==> config.mk <==
export PLATFORM = sky130hd
export DESIGN_NAME = network_sink
export DESIGN_NICKNAME = d
export VERILOG_FILES = /design/src/rtl/network_sink.sv
export SDC_FILE = /design/constraint.sdc
export NUM_CORES = 1
export LEC_CHECK = 0
export ABC_AREA = 1
export CAP_MARGIN = 20
export CORE_MARGIN = 1
export CORE_UTILIZATION = 25
export CTS_CLUSTER_DIAMETER = 150
export CTS_CLUSTER_SIZE = 14
export DETAILED_ROUTE_END_ITERATION = 8
export GPL_TIMING_DRIVEN = 0
export SYNTH_ARGS = -nofsm -noshare
export SYNTH_HDL_FRONTEND = slang
export SYNTH_SLANG_ARGS = --single-unit
==> constraint.sdc <==
create_clock -name clk -period 1.8 [get_ports clk]
set_input_delay 0.45 -clock clk [delete_from_list [all_inputs] [get_ports clk]]
set_output_delay 0.45 -clock clk [all_outputs]
set_load 0.01 [all_outputs]
==> src/rtl/network_sink.sv <==
// Run-length packs per-timestep fire vectors into {idle_run, fires} packets for the host.
// Latency: 1 clk from accepted timestep to snk_valid.
// Backpressure: net_ready drops while a packet is held and snk_ready is low; every step stalls then.
module network_sink #(
    parameter int NUM_OUT   = 8,
    parameter int RUN_WIDTH = 8
) (
    input  logic                         clk,
    input  logic                         rst,
    input  logic                         net_valid,
    output logic                         net_ready,
    input  logic                         net_last,
    input  logic [0:NUM_OUT-1]           net_out,
    output logic                         snk_valid,
    input  logic                         snk_ready,
    output logic [RUN_WIDTH+NUM_OUT-1:0] snk
);

    typedef struct packed {
        logic [RUN_WIDTH-1:0] run;
        logic [NUM_OUT-1:0]   fires;
    } pkt_t;

    typedef enum logic {EMPTY, FULL} state_t;

    localparam logic [RUN_WIDTH-1:0] CNT_MAX = '1;

    state_t               state;
    pkt_t                 pkt_q;
    logic [RUN_WIDTH-1:0] cnt;
    logic                 step;
    logic                 emit;

    assign net_ready = !rst && (!snk_valid || snk_ready);
    assign step      = net_valid && net_ready;
    // A saturated idle run is reported as its own packet so the counter never wraps.
    assign emit      = (|net_out) || net_last || (cnt == CNT_MAX);
    assign snk_valid = (state == FULL);
    assign snk       = pkt_q;

    always_ff @(posedge clk) begin
        if (rst) begin
            state <= EMPTY;
            pkt_q <= '0;
            cnt   <= '0;
        end else begin
            if (step) begin
                if (emit) begin
                    pkt_q.run   <= cnt;
                    pkt_q.fires <= net_out;
                    cnt         <= '0;
                end else begin
                    cnt <= cnt + 1'b1;
                end
            end
            case (state)
                EMPTY: if (step && emit) state <= FULL;
                FULL:  if (snk_ready && !(step && emit)) state <= EMPTY;
                default: state <= EMPTY;
            endcase
        end
    end

endmodule

==> results.cfg, run 1 <==
[floorplanning]
fp.dieW_um = 73.7
dieArea_mm2 = 0.00543
initial_core_util_pct = 26.5
die_h_um = 73.7
io_pins = 31
num_rows = 25
core_area_mm2 = 0.00485

[critical_path]
reg2reg_to = snk[10]$_SDFFE_PP0P_
critical_path.startpoint = snk_ready
endpoint = net_ready
arrival_ns = 1.22
required_ns = 1.35
rrSetupSlack_ns = 0.37
path_cells = clkdlybuf4s50_1 > inv_2 > a21oi_1 > clkbuf_2
max_stage_delay_ns = 0.47
crit_buf_inv = 3
critPathLaunchType = input port
path_max_fanout = 2
critPathSlowestCell = clkdlybuf4s50_1
r2r.worst_path.cells = 9
endpoint_kind = output pin
r2r_start = cnt[0]$_SDFFE_PP0P_
worst-path-stages = 4
critPathKind = input port to output pin
cp_top_family = buffers and inverters

[detailed_routing]
wire_per_inst_um = 10.4
drcViolationCount = 0
drtAntennaViolNets = 0
drt_iter0_drc = 51
vias = 1190
via_per_inst = 4.30
drt_first_pass_iters = 4
finalWirelength_mm = 2.88

[hold_path]
worstHoldStart = snk[0]$_SDFFE_PP0P_
hold_class = flop to flop

[power]
power_mw = 1.15
p_seq_share_pct = 52.0
clkPwrFrac_pct = 29.6
combPwrFrac_pct = 18.5
p_leak_nw = 0.679
p_int_mw = 0.853
peakVddDrop_mv = 0.421
p_per_area_mw_per_mm2 = 671
p_sw_mw = 0.294
switching_share_pct = 25.6

[synthesis]
synthesis.area_mm2 = 0.00128
synth_cells = 176
synth_top_area_share_pct = 38.9
syn-num-nets = 190
synthTopCellsByCount = 36 x nand2_1, 32 x nor2_1, 25 x dfxtp_1
ys_ff_latch = 25
synth_top_cell_by_area = dfxtp_1
seq_area_frac_synth_pct = 38.9
synth_cell_type_count = 22
avgSynthCellArea_um2 = 7.30
synth_most_common_cell = nand2_1
async_reset_ff_share_pct = 0
yosys_warnings = 0
synthFlopType = dfxtp_1
synthTopCellsByArea = dfxtp_1 39%, nand2_1 11%, nor2_1 9.3%
synth_edf_count = 0

[place]
dp_hpwl_mm = 2.15
port_buffers = 30
globalplace.congestion = 0.758

[cts]
postCtsHoldBufs = 0
cts_buffer_depth = 2
cts_tree = yes
cts_root_buf = clkbuf_8
cts_inserted_buffers = 3
numClockSinks = 25
h-tree-depth = 1
post_cts_buffers = 0
clk_pin_slew_ns = 0.09
insertion_delay_ns = 0.27

[finish]
utilization_pct = 35.3
multiInputGateArea_um2 = 614
regArea_um2 = 500
nets = 225
areaGrowthSynthToFinish_pct = 33.0
fillCellCount = 539
insertedDiodeCount = 0
drive_gt1_share_pct = 12.9

[flow_run]
drv_cap = 0

[timing]
finClkSkew_ns = 0.00337
period_needed_ns = 1.67
finalHoldViolations = 0
tightest_slew_ns = 0.236
relSlewSlack_pct = 84.2
slew_violations = 0
max_freq_ghz = 0.600
fin_crit_sh_pct = 92.5
final-setup-viol-count = 0
rsz0062_at_grt = false

[grt]
antenna_found_initial = 0
grt_util_all_layers_pct = 11.4
grt-ovfl-total = 0
grt_max_degree = 14
grt_pass1_wl_mm = 4.75
grt_pass1_vias = 1050

[run_status]
outcome = finished clean
-- power by group through the flow --
| stage | combinational, mW | clock [mW] | sequential (mW) |
|---|---|---|---|
| 5_1_grt | 0.234 | 0.370 | 0.599 |
| 6_report | 0.212 | 0.339 | 0.596 |
| 3_3_place_gp | 0.213 | 0 | 0.609 |
| 3_5_place_dp | 0.215 | 0 | 0.609 |
| 4_1_cts | 0.215 | 0.350 | 0.596 |
| 2_1_floorplan | 0.102 | 0 | 0.619 |
-- logic make-up after synthesis --
logic type      Yosys count  synth area share (%)
simple gates             97                  36.4
buf+inv                  29                  13.2
flops                    25                  38.9
compound gates           21                  8.37
xor+xnor                  3                  2.05
fa+ha+maj                 1                 0.974
-- per-layer routing --
layer	routed length (um)	track usage, %	vias up
met5	0	0	-
met4	11	1.92	0
met3	84	3.70	2
met2	1370	18.7	20
met1	1410	14.8	546
li1	-	-	622
-- cells in the final DEF (no fill, tap or decap), types with 2 or more instances in the layout --
cell type	Yosys	routed
nand2_1	36	36
nor2_1	32	32
clkdlybuf4s50_1	0	29
dfxtp_1	25	25
a21oi_1	19	19
inv_1	18	18
nand3_1	16	16
buf_6	6	6
nand3_2	5	5
clkbuf_8	1	4
inv_2	2	2
nor2_2	2	2
nand3_4	2	2
nand2_2	2	2
xor2_1	2	2
-- final cells by class --
cell class | count | share of cell area, %
well taps | 67 | 4.90
inverters | 21 | 4.76
clock buffers | 4 | 2.64
flip-flops and latches | 25 | 29.3
repair buffers | 30 | 17.3
plain buffers | 8 | 5.20
multi-input cells | 122 | 35.9
-- tightest hold or removal path, cell delays in order, from the launching register on --
cell and delay [ns]:
dfxtp_1 0.33, a21oi_1 0.04, nor2_1 0.08
-- worst min-delay path by stage --
stage / endpoint / cells past startpoint / slack [ns]
2_1_floorplan: cnt[6]$_SDFFE_PP0P_ / 2 / 0.50
3_3_place_gp: snk[0]$_SDFFE_PP0P_ / 2 / 0.46
3_5_place_dp: snk[0]$_SDFFE_PP0P_ / 2 / 0.47
4_1_cts: snk[0]$_SDFFE_PP0P_ / 2 / 0.49
5_1_grt: snk[0]$_SDFFE_PP0P_ / 2 / 0.51
6_report: snk[0]$_SDFFE_PP0P_ / 2 / 0.49
-- what timing repair did --
action,CTS,global route
pin swaps,0,0
resized for setup,1,2
setup endpoints to repair,1,1
endpoints found under the hold margin,0,0
-- metrics by stage --
stage	hold WS [ns]	worst slack [ns]	TNS (ns)	std cells	instance area (um2)
2_1_floorplan	0.496	0.536	0	176	1280
3_3_place_gp	0.462	-0.276	-0.276	273	1670
3_5_place_dp	0.470	-0.276	-0.350	273	1670
4_1_cts	0.492	0.00163	0	277	1710
5_1_grt	0.508	0.0368	0	277	1710
6_report	0.486	0.134	0	277	1710
-- registers in the layout, summed over array words and instances, names as in the netlist --
signal / cells
snk_valid: 1
cnt: 8
snk: 16
(Power assumes the default switching activity.)
==> run 2, diff against run 1 <==
--- a/config.mk
+++ b/config.mk
@@ -6,6 +6,7 @@
 export NUM_CORES = 1
 export LEC_CHECK = 0
 export ABC_AREA = 1
+export ABC_CLOCK_PERIOD_IN_PS = 1920
 export CAP_MARGIN = 20
 export CORE_MARGIN = 1
 export CORE_UTILIZATION = 25
==> constraint.sdc (replaced) <==
create_clock -name clk -period 1.92 [get_ports clk]
set_input_delay 0.48 -clock clk [delete_from_list [all_inputs] [get_ports clk]]
set_output_delay 0.48 -clock clk [all_outputs]
set_load 0.01 [all_outputs]
==> results of run 2 <==
Same layout as run 1 (identical final DEF). Status: finished clean.
Main changes from that run: setup slack after placement -0.276 ns -> -0.216 ns; setup slack after layout 0.134 ns -> 0.194 ns; register-to-register setup slack 0.37 ns -> 0.49 ns; total power 1.15 mW -> 1.08 mW; worst IR drop on VDD 0.421 mV -> 0.395 mV
==> run 3, diff against run 2 <==
--- a/config.mk
+++ b/config.mk
@@ -14,6 +14,7 @@
 export CTS_CLUSTER_SIZE = 14
 export DETAILED_ROUTE_END_ITERATION = 8
 export GPL_TIMING_DRIVEN = 0
+export PLACE_DENSITY = 0.55
 export SYNTH_ARGS = -nofsm -noshare
 export SYNTH_HDL_FRONTEND = slang
 export SYNTH_SLANG_ARGS = --single-unit
==> run 3 against run 2 <==
First-iteration DRC count up 53%. Non-clock buffer count unchanged. Total power down 0.20%. Wire length down 3.9%. Sequential power about the same.
==> results.cfg, run 3 (synthesis results as in run 1) <==
[timing]
setup-tns-final_ns = 0
fin_crit_sh_pct = 95.8
tightest_slew_ns = 0.261
finClkSkew_ns = 0.00498
final-setup-viol-count = 0
slew_violations = 0
rsz0062_at_grt = false
finalHoldViolations = 0
max_freq_ghz = 0.544
holdWs_ns = 0.486
final.setup.worst_slack_ns = 0.0807
period_needed_ns = 1.84
relSlewSlack_pct = 82.6

[critical_path]
r2r.worst_path.cells = 9
required_ns = 1.44
path_cells = clkdlybuf4s50_1 > inv_2 > a21oi_1 > clkdlybuf4s15_1
path_max_fanout = 2
max_stage_delay_ns = 0.47
endpoint_kind = output pin
cp_top_family = buffers and inverters
critPathKind = input port to output pin
crit_buf_inv = 3
arrival_ns = 1.36
worst-path-stages = 4
critPathSlowestCell = clkdlybuf4s50_1
critPathLaunchType = input port

[finish]
insertedDiodeCount = 0
nets = 225
post-route-cell-area_mm2 = 0.00172
drive_gt1_share_pct = 12.9
largest_register_ff_count = 16
final_common_cell = nand2_1
stdcell_count = 277
utilization_pct = 35.4
final_cell_mix = 36 x nand2_1, 32 x nor2_1, 29 x clkdlybuf4s50_1, 25 x dfxtp_1, 19 x a21oi_1
areaGrowthSynthToFinish_pct = 33.5

[grt]
grt_max_degree = 15
grt_util_all_layers_pct = 11.3
antenna_found_initial = 0
grt_pass1_wl_mm = 4.78
grt_pass1_vias = 1072
grt-ovfl-total = 0

[detailed_routing]
finalWirelength_mm = 2.76
drt_first_pass_iters = 4
drtAntennaViolNets = 0
drcViolationCount = 0
wire_per_inst_um = 9.97
via_per_inst = 4.13
drt_iter0_drc = 78
vias = 1145

[floorplanning]
num_rows = 25
die_h_um = 73.7
core_area_mm2 = 0.00485
initial_core_util_pct = 26.5
fp.dieW_um = 73.7
io_pins = 31
dieArea_mm2 = 0.00543

[place]
dp.cells = 273
globalplace.congestion = 0.787
post-place-ws_ns = -0.224
placed_cell_area_mm2 = 0.00167
port_buffers = 30
dp_hpwl_mm = 2.05

[cts]
h-tree-depth = 1
cts_root_buf = clkbuf_8
numClockSinks = 25
post_cts_buffers = 0
cts_tree = yes
cts_buffer_depth = 2
postCtsHoldBufs = 0
cts_resized = 1
insertion_delay_ns = 0.27
clk_pin_slew_ns = 0.09
cts_inserted_buffers = 3

[power]
p_per_area_mw_per_mm2 = 625
power_mw = 1.07
p_leak_nw = 0.682
peakVddDrop_mv = 0.375

[flow_run]
drv_cap = 0

[hold_path]
hold_class = flop to flop
holdPathStages = 2

[run_status]
outcome = finished clean
[run 3: cell count changes in the layout (fill, tap and decap cells not counted)]
cell / change
clkinv_2: +1
clkbuf_1: -1
clkdlybuf4s15_1: +1
clkbuf_2: -1
[run 3: power breakdown]
part	switching [mW]	internal (mW)	total [mW]
Clock	0.172	0.145	0.317
Sequential	0.0142	0.544	0.558
Combinational	0.0902	0.108	0.198
Total	0.276	0.797	1.07
[run 3: tightest hold or removal path: stages (launching register included)]
cell and delay (ns):
dfxtp_1 0.33, a21oi_1 0.04, nor2_1 0.08
[run 3: final cells by class]
| type | count | area (um2) |
|---|---|---|
| clock inverters | 1 | 5.00 |
| flip-flops and latches | 25 | 500 |
| well taps | 67 | 83.8 |
| clock buffers | 3 | 41.3 |
| fillers | 525 | 3130 |
| plain buffers | 8 | 88.8 |
| repair buffers | 30 | 300 |
| inverters | 21 | 81.3 |
| multi-input cells | 122 | 614 |
[run 3: layer usage]
layer / GRT usage [%] / share of wire (%)
met5: 0 / 0
met1: 15.0 / 51
met4: 1.92 / 0.40
met2: 18.7 / 44
met3: 2.88 / 4.6
[run 3: final timing paths]
| kind | startpoint | slack (ns) | endpoint |
|---|---|---|---|
| setup / recovery | snk_ready | 0.08 | net_ready |
| hold reg to reg | snk[2]$_SDFFE_PP0P_ | 0.49 | snk[2]$_SDFFE_PP0P_ |
| hold / removal | snk[2]$_SDFFE_PP0P_ | 0.49 | snk[2]$_SDFFE_PP0P_ |
| setup reg to reg | cnt[0]$_SDFFE_PP0P_ | 0.52 | snk[2]$_SDFFE_PP0P_ |
